===== src/rtl/dmem_arb_pkg.sv =====
// Shared types and constants for the data-RAM arbiter between the CPU
// load/store port (C) and the DMA/debug loader port (D).
package dmem_arb_pkg;

  // IDLE arbitrates freely; DLOCK reserves the RAM for the remaining DMA burst beats
  typedef enum logic {
    IDLE  = 1'b0,
    DLOCK = 1'b1
  } arb_state_t;

  localparam logic PORT_C = 1'b0;
  localparam logic PORT_D = 1'b1;

  localparam int MAX_WAIT_DEFAULT = 8;

  // Width of the starvation counter; holds any MAX_WAIT in 1..255
  localparam int WAIT_W = 8;

endpackage


===== src/rtl/dmem_arbiter_if.sv =====
// Request/grant/read-data bundle for both RAM clients plus the RAM side.
// The slave modport is the arbiter's view. The master modport is the view
// of the surrounding system: the requesters and the RAM array.
interface dmem_arbiter_if #(
  parameter int ADDR_W = 14,
  parameter int LEN_W  = 4
);
  logic              c_req;
  logic              c_we;
  logic [31:0]       c_addr;
  logic [31:0]       c_wdata;
  logic              c_gnt;
  logic              c_stall;
  logic [31:0]       c_rdata;
  logic              c_rvalid;

  logic              d_req;
  logic              d_we;
  logic [31:0]       d_addr;
  logic [31:0]       d_wdata;
  logic [LEN_W-1:0]  d_len;
  logic              d_gnt;
  logic [31:0]       d_rdata;
  logic              d_rvalid;

  logic              ram_en;
  logic              ram_we;
  logic [ADDR_W-1:0] ram_addr;
  logic [31:0]       ram_wdata;
  logic [31:0]       ram_rdata;

  modport slave (
    input  c_req, c_we, c_addr, c_wdata,
    output c_gnt, c_stall, c_rdata, c_rvalid,
    input  d_req, d_we, d_addr, d_wdata, d_len,
    output d_gnt, d_rdata, d_rvalid,
    output ram_en, ram_we, ram_addr, ram_wdata,
    input  ram_rdata
  );

  modport master (
    output c_req, c_we, c_addr, c_wdata,
    input  c_gnt, c_stall, c_rdata, c_rvalid,
    output d_req, d_we, d_addr, d_wdata, d_len,
    input  d_gnt, d_rdata, d_rvalid,
    input  ram_en, ram_we, ram_addr, ram_wdata,
    output ram_rdata
  );
endinterface


===== src/rtl/dmem_arb_rdreg.sv =====
// Per-port read-data register. The RAM read is combinational, so the word
// is captured at the edge that ends a read grant and presented for exactly
// the following cycle.
module dmem_arb_rdreg (
  input  logic        clk,
  input  logic        rst,
  input  logic        gnt,
  input  logic        we,
  input  logic [31:0] ram_rdata,
  output logic [31:0] rdata,
  output logic        rvalid
);

  // Capture the read word on a granted read; writes and idle cycles drop rvalid
  always_ff @(posedge clk or posedge rst) begin
    if (rst) begin
      rdata  <= 32'd0;
      rvalid <= 1'b0;
    end else begin
      rvalid <= gnt & ~we;
      if (gnt && !we) begin
        rdata <= ram_rdata;
      end
    end
  end

endmodule


===== src/rtl/dmem_arbiter.sv =====
// Data-RAM arbiter: fixed CPU priority, a DMA anti-starvation override after
// MAX_WAIT denied cycles, and DMA burst locking (d_len = beats - 1).
// Optional build macro DMEM_ARB_STATS_EN adds grant/conflict counters.
import dmem_arb_pkg::*;

module dmem_arbiter #(
  parameter int ADDR_W   = 14,
  parameter int LEN_W    = 4,
  parameter int MAX_WAIT = MAX_WAIT_DEFAULT
) (
  input  logic        clk,
  input  logic        rst,
  dmem_arbiter_if.slave bus
`ifdef DMEM_ARB_STATS_EN
  ,
  output logic [31:0] stat_c_grants,
  output logic [31:0] stat_d_grants,
  output logic [31:0] stat_conflicts
`endif
);

  localparam logic [WAIT_W-1:0] WAIT_LIMIT = WAIT_W'(MAX_WAIT);

  arb_state_t        state, state_nxt;
  logic [LEN_W-1:0]  beats_left, beats_nxt;
  logic [WAIT_W-1:0] wait_cnt, wait_nxt;
  logic              c_gnt, d_gnt, sel;

  // Only the word-address bits reach the RAM; the rest wrap or select bytes
  logic unused_addr_bits;
  assign unused_addr_bits = ^{bus.c_addr[31:ADDR_W+2], bus.c_addr[1:0],
                              bus.d_addr[31:ADDR_W+2], bus.d_addr[1:0]};

  // State, remaining burst beats and DMA starvation counter
  always_ff @(posedge clk or posedge rst) begin
    if (rst) begin
      state      <= IDLE;
      beats_left <= '0;
      wait_cnt   <= '0;
    end else begin
      state      <= state_nxt;
      beats_left <= beats_nxt;
      wait_cnt   <= wait_nxt;
    end
  end

  // Grant decision and next state; nothing is granted while reset is held
  always_comb begin
    c_gnt     = 1'b0;
    d_gnt     = 1'b0;
    state_nxt = state;
    beats_nxt = beats_left;
    if (!rst) begin
      unique case (state)
        IDLE: begin
          if (bus.d_req && wait_cnt == WAIT_LIMIT) begin
            d_gnt = 1'b1;
          end else if (bus.c_req) begin
            c_gnt = 1'b1;
          end else if (bus.d_req) begin
            d_gnt = 1'b1;
          end
          if (d_gnt && bus.d_len != '0) begin
            beats_nxt = bus.d_len;
            state_nxt = DLOCK;
          end
        end
        DLOCK: begin
          if (bus.d_req) begin
            d_gnt     = 1'b1;
            beats_nxt = beats_left - LEN_W'(1);
            if (beats_left == LEN_W'(1)) begin
              state_nxt = IDLE;
            end
          end else if (bus.c_req) begin
            c_gnt = 1'b1;
          end
        end
        default: state_nxt = IDLE;
      endcase
    end
  end

  // Starvation counter saturates while DMA is refused, clears otherwise
  always_comb begin
    wait_nxt = '0;
    if (bus.d_req && !d_gnt) begin
      wait_nxt = (wait_cnt == WAIT_LIMIT) ? wait_cnt : wait_cnt + WAIT_W'(1);
    end
  end

  // Route the granted port onto the RAM bus; all zero when idle
  always_comb begin
    bus.ram_en    = 1'b0;
    bus.ram_we    = 1'b0;
    bus.ram_addr  = '0;
    bus.ram_wdata = 32'd0;
    sel           = d_gnt ? PORT_D : PORT_C;
    if (c_gnt || d_gnt) begin
      bus.ram_en = 1'b1;
      if (sel == PORT_D) begin
        bus.ram_we    = bus.d_we;
        bus.ram_addr  = bus.d_addr[ADDR_W+1:2];
        bus.ram_wdata = bus.d_wdata;
      end else begin
        bus.ram_we    = bus.c_we;
        bus.ram_addr  = bus.c_addr[ADDR_W+1:2];
        bus.ram_wdata = bus.c_wdata;
      end
    end
  end

  assign bus.c_gnt   = c_gnt;
  assign bus.d_gnt   = d_gnt;
  assign bus.c_stall = bus.c_req & ~c_gnt;

  dmem_arb_rdreg u_c_rd (
    .clk      (clk),
    .rst      (rst),
    .gnt      (c_gnt),
    .we       (bus.c_we),
    .ram_rdata(bus.ram_rdata),
    .rdata    (bus.c_rdata),
    .rvalid   (bus.c_rvalid)
  );

  dmem_arb_rdreg u_d_rd (
    .clk      (clk),
    .rst      (rst),
    .gnt      (d_gnt),
    .we       (bus.d_we),
    .ram_rdata(bus.ram_rdata),
    .rdata    (bus.d_rdata),
    .rvalid   (bus.d_rvalid)
  );

`ifdef DMEM_ARB_STATS_EN
  // Free-running wrapping usage counters
  always_ff @(posedge clk or posedge rst) begin
    if (rst) begin
      stat_c_grants  <= 32'd0;
      stat_d_grants  <= 32'd0;
      stat_conflicts <= 32'd0;
    end else begin
      if (c_gnt) stat_c_grants <= stat_c_grants + 32'd1;
      if (d_gnt) stat_d_grants <= stat_d_grants + 32'd1;
      if (bus.c_req && bus.d_req) stat_conflicts <= stat_conflicts + 32'd1;
    end
  end
`endif

endmodule


===== src/flat_wrapper.sv =====
// flat-port wrapper written by rule: the top's interface ports become plain ports
module dmem_arbiter_flat 
#(
  parameter int ADDR_W   = 14,
  parameter int LEN_W    = 4,
  parameter int MAX_WAIT = MAX_WAIT_DEFAULT
)
  (clk, rst, bus_c_req, bus_c_we, bus_c_addr, bus_c_wdata, bus_c_gnt, bus_c_stall, bus_c_rdata, bus_c_rvalid, bus_d_req, bus_d_we, bus_d_addr, bus_d_wdata, bus_d_len, bus_d_gnt, bus_d_rdata, bus_d_rvalid, bus_ram_en, bus_ram_we, bus_ram_addr, bus_ram_wdata, bus_ram_rdata);
  dmem_arbiter_if #(.ADDR_W(ADDR_W), .LEN_W(LEN_W)) bus_i ();
  input  logic clk;
  input  logic rst;
  input wire logic [$bits(bus_i.c_req)-1:0] bus_c_req;
  input wire logic [$bits(bus_i.c_we)-1:0] bus_c_we;
  input wire logic [$bits(bus_i.c_addr)-1:0] bus_c_addr;
  input wire logic [$bits(bus_i.c_wdata)-1:0] bus_c_wdata;
  output wire logic [$bits(bus_i.c_gnt)-1:0] bus_c_gnt;
  output wire logic [$bits(bus_i.c_stall)-1:0] bus_c_stall;
  output wire logic [$bits(bus_i.c_rdata)-1:0] bus_c_rdata;
  output wire logic [$bits(bus_i.c_rvalid)-1:0] bus_c_rvalid;
  input wire logic [$bits(bus_i.d_req)-1:0] bus_d_req;
  input wire logic [$bits(bus_i.d_we)-1:0] bus_d_we;
  input wire logic [$bits(bus_i.d_addr)-1:0] bus_d_addr;
  input wire logic [$bits(bus_i.d_wdata)-1:0] bus_d_wdata;
  input wire logic [$bits(bus_i.d_len)-1:0] bus_d_len;
  output wire logic [$bits(bus_i.d_gnt)-1:0] bus_d_gnt;
  output wire logic [$bits(bus_i.d_rdata)-1:0] bus_d_rdata;
  output wire logic [$bits(bus_i.d_rvalid)-1:0] bus_d_rvalid;
  output wire logic [$bits(bus_i.ram_en)-1:0] bus_ram_en;
  output wire logic [$bits(bus_i.ram_we)-1:0] bus_ram_we;
  output wire logic [$bits(bus_i.ram_addr)-1:0] bus_ram_addr;
  output wire logic [$bits(bus_i.ram_wdata)-1:0] bus_ram_wdata;
  input wire logic [$bits(bus_i.ram_rdata)-1:0] bus_ram_rdata;
  assign bus_i.c_req = bus_c_req;
  assign bus_i.c_we = bus_c_we;
  assign bus_i.c_addr = bus_c_addr;
  assign bus_i.c_wdata = bus_c_wdata;
  assign bus_c_gnt = bus_i.c_gnt;
  assign bus_c_stall = bus_i.c_stall;
  assign bus_c_rdata = bus_i.c_rdata;
  assign bus_c_rvalid = bus_i.c_rvalid;
  assign bus_i.d_req = bus_d_req;
  assign bus_i.d_we = bus_d_we;
  assign bus_i.d_addr = bus_d_addr;
  assign bus_i.d_wdata = bus_d_wdata;
  assign bus_i.d_len = bus_d_len;
  assign bus_d_gnt = bus_i.d_gnt;
  assign bus_d_rdata = bus_i.d_rdata;
  assign bus_d_rvalid = bus_i.d_rvalid;
  assign bus_ram_en = bus_i.ram_en;
  assign bus_ram_we = bus_i.ram_we;
  assign bus_ram_addr = bus_i.ram_addr;
  assign bus_ram_wdata = bus_i.ram_wdata;
  assign bus_i.ram_rdata = bus_ram_rdata;
  dmem_arbiter #(.ADDR_W(ADDR_W), .LEN_W(LEN_W), .MAX_WAIT(MAX_WAIT)) u_core (.clk(clk), .rst(rst), .bus(bus_i));
endmodule

===== config.mk =====
export PLATFORM = sky130hd
export DESIGN_NAME = dmem_arbiter_flat
export DESIGN_NICKNAME = d
export VERILOG_FILES = /design/src/rtl/dmem_arb_pkg.sv /design/src/rtl/dmem_arbiter_if.sv /design/src/rtl/dmem_arb_rdreg.sv /design/src/rtl/dmem_arbiter.sv /design/src/flat_wrapper.sv
export SDC_FILE = /design/constraint.sdc
export NUM_CORES = 1
export LEC_CHECK = 0
export BUFFER_PORTS_ARGS = -buffer_cell sky130_fd_sc_hd__buf_2
export CAP_MARGIN = 5
export CELL_PAD_IN_SITES_DETAIL_PLACEMENT = 0
export CELL_PAD_IN_SITES_GLOBAL_PLACEMENT = 2
export CORE_UTILIZATION = 25
export CTS_BUF_LIST = sky130_fd_sc_hd__clkbuf_8
export CTS_CLUSTER_DIAMETER = 120
export DETAILED_ROUTE_END_ITERATION = 10
export PLACE_DENSITY = 0.95
export SYNTH_ARGS = -nofsm -noshare
export SYNTH_HDL_FRONTEND = slang
export SYNTH_SLANG_ARGS = --single-unit

===== constraint.sdc =====
create_clock -name clk -period 6.9 [get_ports clk]
set_input_delay 0.345 -clock clk [delete_from_list [all_inputs] [get_ports clk]]
set_output_delay 0.345 -clock clk [all_outputs]
set_load 0.05 [all_outputs]

==> results, run 1 <==
- The flow ran to the end, and the final reports show no timing, DRC or antenna violations.
- The clock transition at the registers of the reported paths is 0.08 ns.
- The port buffer count is 250.
- The global-route wire length before repair is 16,970 um.
- Entering global routing, the biggest net connects 80 pins.
- The maximum buffer depth of the clock tree is 2.
- The residual antenna-violating net count after detailed routing is 0.
- At the end of routability-driven placement, the weighted congestion stood at 0.7268.
- Data on the critical path is required at its endpoint by 6.55 ns.
- The die height is 130.3 um.
- For this run, design rule violations remaining after detail routing come to 0.
- The I/O pin count is roughly 290.
- Subtracting the final worst setup slack from the clock period gives about 4 ns.
- The nature of the critical path endpoint is an output pin.
- The number of global-route vias before repair is 3,461.
- The minimum setup slack among reg-to-reg paths is between 3 and 4 ns.
- The transition time at the pin with the least slew margin is 1.115 ns.
- The final layout contains routed wiring with a total length of 11,470 um.
- The final sum of negative setup slack is 0 ns.
- The yosys synthesis warning count is 0.
- Clock tree synthesis inserted a total of 9 buffers.
- The synthesized netlist occupies a cell area of around 4100 um2.
- The startpoint-to-endpoint class of the critical path is reg2out.
- After floorplanning, the core was divided into 46 placement rows.
- Once detailed placement completed, the half-perimeter wirelength came to 8195 um.
- The via total after detailed routing is 3,809.
- Counting flops and latches in the post-synthesis netlist gives 79.
- CTS saw 79 sinks.
- The number of antenna diodes in the final layout is 0.
- The later pin in the worst-skew pair is clocked with a latency of 0.35 ns.
- The worst clock skew on the final layout is between 0.007 and 0.008 ns.
- The capture point of the worst reg-to-reg path is u_core.beats_left[3].
- The total die area is 16,970 um2.
- The startpoint kind of the worst setup timing path is a flip-flop.
- Summed over all cells, the static leakage comes to 2.947 nW.
- The count of final setup violators is 0.
- The post-CTS setup repair buffer count is 0.
- After filler insertion, the fill cell instance count of the layout stands at 1,620.
- The critical path goes through inv_1, ha_1, nand2_1, o41ai_4, buf_4, nand2_1, inv_1, buf_4, o21ai_0, buf_2.
- Across every metal layer, demand over resource in global routing totals 12.83%.
- The count of max-cap constraint violations is 0.
- The H-tree depth reported by CTS is 3.
- The fmax is 0.2574 GHz.
- The final max-slew violation count came to 0.
- The number of design-rule violations left by the first detailed-router iteration is 119.
- The startpoint of the worst-slack reg-to-reg timing path is u_core.wait_cnt[0].
- The width of the die is 130.3 um.
- The initial antenna violation count came to 0.
- The fraction of the yosys area taken by sequential cells is between 40% and 50%.
- The worst path uses a little under three fifths of the clock period.
- In this run the worst hold path is classified as in2reg.
- The minimum setup slack in the final design is slightly above 3 ns.
- The clock tree from TritonCTS is built.
- The cell with the largest stage delay on the worst path is sky130_fd_sc_hd__buf_4.
- The post-synth net total is about 570.
- The largest stage delay on the critical path is 0.52 ns.
- The depth of the worst register-to-register path is 9.
- Summed over all layers, the global routing overflow is 0.
- The placement-stage worst setup slack is 3.284 ns.
- Once the floorplan was initialized, standard cells occupied 25.70% of the core.
- The origin of the worst min-delay path is bus_ram_rdata[25].
- The average vias per placed instance is 4.481.
- The post-synthesis area per instance is 10.49 um2.
- The number of stages on the worst hold path is 2.
- The data arrival time at the worst-slack endpoint is roughly 3.5 ns.
- The hold violation count in the final report came to 0.
- Hold repair after CTS inserted 0 buffers.
- The worst relative slew slack is 25.68%.
- Setup repair after global routing left no endpoint under its margin.
- The total power density per cell area is around 380 nW/um2.
- The sink of the worst hold path is u_core.u_c_rd.rdata[25].
- The wire length per cell after detailed routing is around 13 um.
- The total area inside the core boundary comes to 16,000 um2.
- The total iterations of the first detailed-routing run is 4.
- The area growth from synthesis to layout is 41.19%.
- The share of cells above drive strength 1 is 54.10%.
- The cell count after synthesis is 392.
- After clock tree synthesis, the repair step resized 0 gates.
- The top fanout value on the critical path is 52.
- After the last flow step, the layout net total stands at about 800.
- The master cell of the clock root buffer is sky130_fd_sc_hd__clkbuf_8.
- Counting distinct cell types in the post-synthesis netlist gives 40.
- The highest ir drop seen on vdd is 0.2350 mV.
-- synth_stat cells --
library cell	instances	area, um2
sky130_fd_sc_hd__nor2_1	10	37.54
sky130_fd_sc_hd__nor4_4	1	21.27
sky130_fd_sc_hd__o211ai_1	1	7.510
sky130_fd_sc_hd__o41a_1	1	11.26
sky130_fd_sc_hd__a21boi_0	1	7.510
sky130_fd_sc_hd__nor3_1	1	5.000
sky130_fd_sc_hd__clkbuf_1	21	78.83
sky130_fd_sc_hd__buf_1	1	3.750
sky130_fd_sc_hd__o41ai_2	1	16.27
sky130_fd_sc_hd__or3_1	1	6.260
sky130_fd_sc_hd__buf_6	3	33.78
sky130_fd_sc_hd__and4_1	1	8.760
sky130_fd_sc_hd__xor2_1	5	43.79
sky130_fd_sc_hd__mux2_1	2	22.52
sky130_fd_sc_hd__buf_2	5	25.02
sky130_fd_sc_hd__inv_1	9	33.78
sky130_fd_sc_hd__nand4b_1	1	8.760
sky130_fd_sc_hd__xnor2_1	1	8.760
sky130_fd_sc_hd__nand2b_1	1	6.260
sky130_fd_sc_hd__a22o_1	1	8.760
sky130_fd_sc_hd__dfrtp_1	79	1977
sky130_fd_sc_hd__nand3_1	52	260.3
sky130_fd_sc_hd__o31ai_1	1	7.510
sky130_fd_sc_hd__and3_1	2	12.51
sky130_fd_sc_hd__mux2_4	29	435.4
sky130_fd_sc_hd__nand2_1	55	206.5
sky130_fd_sc_hd__o41ai_1	2	17.52
sky130_fd_sc_hd__a221o_1	2	20.02
sky130_fd_sc_hd__o21ai_1	1	5.000
sky130_fd_sc_hd__nor2b_1	3	18.77
sky130_fd_sc_hd__mux2_2	34	382.9
sky130_fd_sc_hd__ha_1	4	50.05
sky130_fd_sc_hd__mux2i_1	2	20.02
sky130_fd_sc_hd__nor4_1	1	6.260
sky130_fd_sc_hd__o21bai_1	1	7.510
sky130_fd_sc_hd__a21oi_1	3	15.01
sky130_fd_sc_hd__a211oi_1	1	7.510
sky130_fd_sc_hd__a31oi_1	1	6.260
sky130_fd_sc_hd__or3_4	1	11.26
sky130_fd_sc_hd__o21ai_0	50	250.2
-- state kept, by name, summed over array words and instances (netlist names) --
signal                flops
u_core.u_d_rd.rdata      32
u_core.beats_left         4
u_core.wait_cnt           8
u_core.u_d_rd.rvalid      1
u_core.state              1
u_core.u_c_rd.rdata      32
u_core.u_c_rd.rvalid      1
-- logic make-up after synthesis --
| family | after synthesis | share of synthesized area, % |
|---|---|---|
| multiplexers | 67 | 20.93 |
| XOR/XNOR | 6 | 1.278 |
| adder cells (fa/ha/maj) | 4 | 1.217 |
| AND/OR/NAND/NOR | 130 | 14.82 |
| flip-flops | 79 | 48.07 |
| buffers and inverters | 39 | 4.259 |
| AO/OA/AOI/OAI | 67 | 9.432 |
-- layout by cell type (no fill, tap or decap), drive strengths merged, types with 2 or more instances in the layout --
cell	synthesis	layout
and3	2	2
nor2b	3	3
nand3	52	52
inv	9	10
ha	4	4
o21ai	51	51
nor4	2	2
buf	9	256
a21oi	3	3
xor2	5	5
mux2	65	65
nor2	10	10
bufinv	0	2
a221o	2	2
nand2	55	55
mux2i	2	2
dfrtp	79	79
clkbuf	21	10
clkinv	0	3
o41ai	3	3
or3	2	2
-- power by group --
| part | internal (mW) | leakage [nW] | total [mW] | switching, mW |
|---|---|---|---|---|
| clock | 0.215 | 0.117 | 0.382 | 0.167 |
| sequential | 0.605 | 0.945 | 0.689 | 0.0837 |
| combinational | 0.315 | 1.88 | 1.11 | 0.797 |
| total | 1.14 | 2.95 | 2.18 | 1.05 |
-- stage by stage --
stage	cell area [um2]	std cells	hold slack, ns	total power, mW	utilization (%)
final	5807	850	0.2357	2.183	36.29
after global routing	5807	850	0.2124	2.307	36.29
after CTS	5807	850	0.2105	2.211	36.29
after detailed placement	5578	834	0.4692	1.818	34.86
after global placement	5578	834	0.4646	1.807	34.86
after floorplan	4113	392	0.4777	1.557	-
-- worst max path at each step --
stage | startpoint | to | slack [ns] | cells past startpoint
finish | u_core.wait_cnt[0] | bus_ram_wdata[1] | 3.02 | 10
floorplan | u_core.wait_cnt[0] | bus_ram_addr[10] | 3.77 | 8
detailed placement | u_core.wait_cnt[0] | bus_ram_wdata[1] | 3.28 | 10
CTS | u_core.wait_cnt[0] | bus_ram_wdata[1] | 2.87 | 10
global placement | u_core.wait_cnt[0] | bus_ram_wdata[1] | 3.19 | 10
global route | u_core.wait_cnt[0] | bus_ram_wdata[1] | 2.69 | 10
-- cell type report --
class | instances | area [um2] | share of cell area (%)
Timing Repair Buffer | 256 | 1296 | 22.32
Sequential cell | 79 | 1977 | 34.04
Tap cell | 216 | 270.3 | 4.654
Inverter | 9 | 33.78 | 0.5818
Multi-Input combinational cell | 274 | 2001 | 34.45
Clock inverter | 6 | 91.34 | 1.573
Clock buffer | 10 | 137.6 | 2.370
-- critical path, delay by kind of cell (launching register included) --
kind                       cells  cell delay [ns]
buffers and inverters          5             1.75
DFF                            1             0.44
and+or+nand+nor                2             0.31
AOI/OAI and AO/OA              2             0.53
adders and majority gates      1             0.15
-- layer usage --
layer / vias up / GRT usage [%] / part of all wire [%]
li1: 1849 / - / -
met1: 1752 / 13.73 / 41
met2: 201 / 23.90 / 48
met3: 7 / 3.977 / 10
met4: 0 / 3.899 / 0.78
met5: - / 0 / 0
No activity file was read; power rests on OpenSTA's default activity.
==> inputs of run 2 (changes only) <==
--- a/config.mk
+++ b/config.mk
@@ -9,11 +9,11 @@
 export CAP_MARGIN = 5
 export CELL_PAD_IN_SITES_DETAIL_PLACEMENT = 0
 export CELL_PAD_IN_SITES_GLOBAL_PLACEMENT = 2
-export CORE_UTILIZATION = 25
+export CORE_UTILIZATION = 23
 export CTS_BUF_LIST = sky130_fd_sc_hd__clkbuf_8
 export CTS_CLUSTER_DIAMETER = 120
 export DETAILED_ROUTE_END_ITERATION = 10
-export PLACE_DENSITY = 0.95
+export PLACE_DENSITY = 0.89
 export SYNTH_ARGS = -nofsm -noshare
 export SYNTH_HDL_FRONTEND = slang
 export SYNTH_SLANG_ARGS = --single-unit
==> constraint.sdc (replaced) <==
create_clock -name clk -period 3.8 [get_ports clk]
set_input_delay 0.19 -clock clk [delete_from_list [all_inputs] [get_ports clk]]
set_output_delay 0.19 -clock clk [all_outputs]
set_load 0.05 [all_outputs]
==> run 2 against run 1 <==
Compared with the run above: cell count increased by 0.94%; count of clock-buffer cells in the layout stayed put; design area is 0.71% higher; wire length grew 5.9%; clock skew is 0.0017 ns lower; utilization shrank 2.6 points; register-to-register slack got worse by 3.0 ns; critical endpoint is now bus_ram_addr[1]; largest power group unchanged.
==> results, run 2 (same netlist as run 1, synthesis figures left out) <==
- Summed over all layers, the global routing overflow is 0.
- The largest single stage delay on the critical path is 0.48 ns.
- The maximum buffer depth of the clock tree is 2.
- The via total after detailed routing is 3,844.
- The post-detailed-placement half-perimeter wirelength is 9040 um.
- The routability-driven placement congestion ratio is 0.7224.
- The startpoint-to-endpoint class of the critical path is reg2out.
- The placeable core region is 17,360 um2.
- The clock network power share is 19.1%.
- The clock period could shrink to 2.999 ns.
- The capture point of the worst reg-to-reg path is u_core.u_d_rd.rdata[0].
- The depth of the worst register-to-register path is 6.
- Data arrives at the worst endpoint at 2.81 ns.
- The clock latency of the later-clocked register in the worst-skew pair is 0.34 ns.
- The count of max-cap constraint violations is 0.
- The number of global-route vias before repair is 3,731.
- The top fanout value on the critical path is 31.
- 287 I/O pins were placed.
- After clock tree synthesis, the flow added hold-fix buffers numbering 0.
- Traced cell by cell, the critical path runs through inv_1, ha_1, nand2_1, o41ai_4, nand2_1, inv_1, buf_12, o21ai_0, buf_2.
- The nature of the critical path endpoint is an output pin.
- In the final routed layout, each cell accounts on average for about 14 um.
- The area taken by multi-input logic gates is 2001 um2.
- The total die area is between 15,000 and 20,000 um2.
- The hold violation count in the final report is 0.
- The aggregate routed wire length is 12,150 um.
- The cell with the largest stage delay on the worst path is sky130_fd_sc_hd__inv_1.
- On the final layout, the worst hold slack is about 0.056 ns.
- The flow ran to the end, and the final reports show no timing, DRC or antenna violations.
- Broken down by cell family, the worst path's largest delay share belongs to buffers and inverters.
- In this run, CTS created clock tree buffers numbering 9.
- The H-tree generated during clock tree synthesis spans 3 levels.
- The number of gates resized after cts is 0.
- The count of nets left with antenna violations once routing finished came out at 0.
- Clock-pin slew was measured on the worst setup and hold paths at 0.08 ns.
- Static timing analysis puts the maximum clock frequency at 0.3335 GHz.
- Buffers placed on the I/O ports in this run total 250.
- The startpoint of the worst-slack reg-to-reg timing path is u_core.wait_cnt[0].
- The worst relative slew slack is 24.62%.
- In the final layout, the registers with the most flip-flops are u_core.u_c_rd.rdata (32), u_core.u_d_rd.rdata (32), u_core.wait_cnt (8).
- The number of buffers and inverters on the critical path is 4.
- For this run, design rule violations remaining after detail routing come to 0.
- Across the whole layout, storage elements account for slightly below 2000 um2.
- The type of the worst min-delay path is in2async.
- The maximum number of pins on one net before global-route repair is 53.
- The internal power is ~2.1 mW.
- The net switching fraction of the power is 47.46%.
- The worst path meets setup with 0.8015 ns of slack.
- Combinational cells account for 50.0% of the total power.
- The share of cells above drive strength 1 is a little over half.
- The minimum setup slack among reg-to-reg paths is 0.98 ns.
- The number of fillers in the final layout is 1,792.
- OpenSTA, run right after detailed placement, puts the worst setup slack at 0.9676 ns.
- The die is 135.7 um tall.
- The total power density per cell area is 694.4 nW/um2.
- In this run the core area contains 48 standard-cell rows.
- The leakage power is 2.952 nW.
- The share of total power in sequential cells is 31.0%.
- The final sum of negative setup slack is 0 ns.
- The detailed router finished its first iteration with approximately 130 violations.
- Setup repair after global routing left no endpoint under its margin.
- The final-stage net count is 802.
- The overall track demand over capacity in global routing is ~13%.
- In the layout the commonest cells are 250 x sky130_fd_sc_hd__buf_2, 79 x sky130_fd_sc_hd__dfrtp_1, 55 x sky130_fd_sc_hd__nand2_1.
- For the pin with the worst max-slew slack, the measured transition is 1.131 ns.
- The final max-slew violation count is 0.
- The width of the die is 135.7 um.
- The master cell of the clock root buffer is sky130_fd_sc_hd__clkbuf_8.
- The total iterations of the first detailed-routing run is 4.
- For the worst setup path, the data required time is 3.61 ns.
- The worst clock skew on the final layout is 0.005444 ns.
- The initial core utilization is a little under a quarter.
- The library cell used most frequently in the layout, excluding fill and tap cells, is sky130_fd_sc_hd__buf_2.
- The antenna diode count is 0.
- The net switching power is roughly 1.9 mW.
- TritonCTS built the clock tree.
- The post-route total power is 4.061 mW.
- After detailed routing, the number of vias per cell comes to 4.480.
- Setup violations remaining at the end of the flow were counted as 0.
- The worst-case IR drop observed on VDD is 0.4256 mV.
- The clock net in this run drives a total of 79 sinks.
- The startpoint kind of the worst setup timing path is a flip-flop.
- The first global-routing pass estimated 18,560 um of wire.
- The post-CTS setup repair buffer count is 0.
- The initial antenna violation count came to 0.
- The final critical path takes up 78.91% of the cycle.
- From synthesis to final layout, the design area changed by 42.20%.
run 2: changes by cell type in the layout (fill, tap and decap cells not counted):
cell,before,now
sky130_fd_sc_hd__inv_6,1,2
sky130_fd_sc_hd__buf_12,0,1
sky130_fd_sc_hd__inv_2,1,0
sky130_fd_sc_hd__clkinvlp_4,0,1
sky130_fd_sc_hd__buf_4,6,4
sky130_fd_sc_hd__bufinv_16,2,3
sky130_fd_sc_hd__clkinv_4,2,0
run 2: worst max path at each step:
stage	from	endpoint	slack (ns)	cells after the start
after global routing	u_core.wait_cnt[0]	bus_ram_addr[1]	0.46	9
after global placement	u_core.wait_cnt[0]	u_core.u_d_rd.rdata[0]	1.01	6
after detailed placement	u_core.wait_cnt[0]	u_core.u_d_rd.rdata[3]	0.97	6
final	u_core.wait_cnt[0]	bus_ram_addr[1]	0.80	9
after floorplan	u_core.wait_cnt[0]	bus_ram_addr[10]	0.82	8
after CTS	u_core.wait_cnt[0]	bus_ram_addr[1]	0.69	9
run 2: cell type report:
type                            count  share of cell area (%)
Sequential cell                    79                   33.80
Inverter                            9                  0.5991
Tap cell                          225                   4.814
Clock inverter                      6                   1.968
Multi-Input combinational cell    274                   34.21
Clock buffer                       10                   2.353
Timing Repair Buffer              255                   22.25
run 2: routing by layer:
metal	GRT usage (%)	up-vias	part of all wire, %	routed length [um]
li1	-	1843	-	-
met1	15.44	1782	44	5285
met2	23.53	208	47	5746
met3	2.694	11	8.3	1014
met4	2.934	0	0.80	97
met5	0	-	0	0
run 2: power by group through the flow:
stage	Clock, mW	Combinational (mW)	Sequential [mW]
after CTS	0.801	2.05	1.26
after global routing	0.829	2.15	1.29
final	0.774	2.03	1.26
after detailed placement	0	2.04	1.28
after floorplan	0	0.746	2.08
after global placement	0	2.04	1.26
run 2: through the flow:
step	utilization (%)	area (um2)	instances
6_report	33.69	5848	858
5_1_grt	33.69	5848	858
4_1_cts	33.69	5848	858
3_5_place_dp	32.24	5595	842
3_3_place_gp	32.24	5595	842
2_1_floorplan	-	4113	392
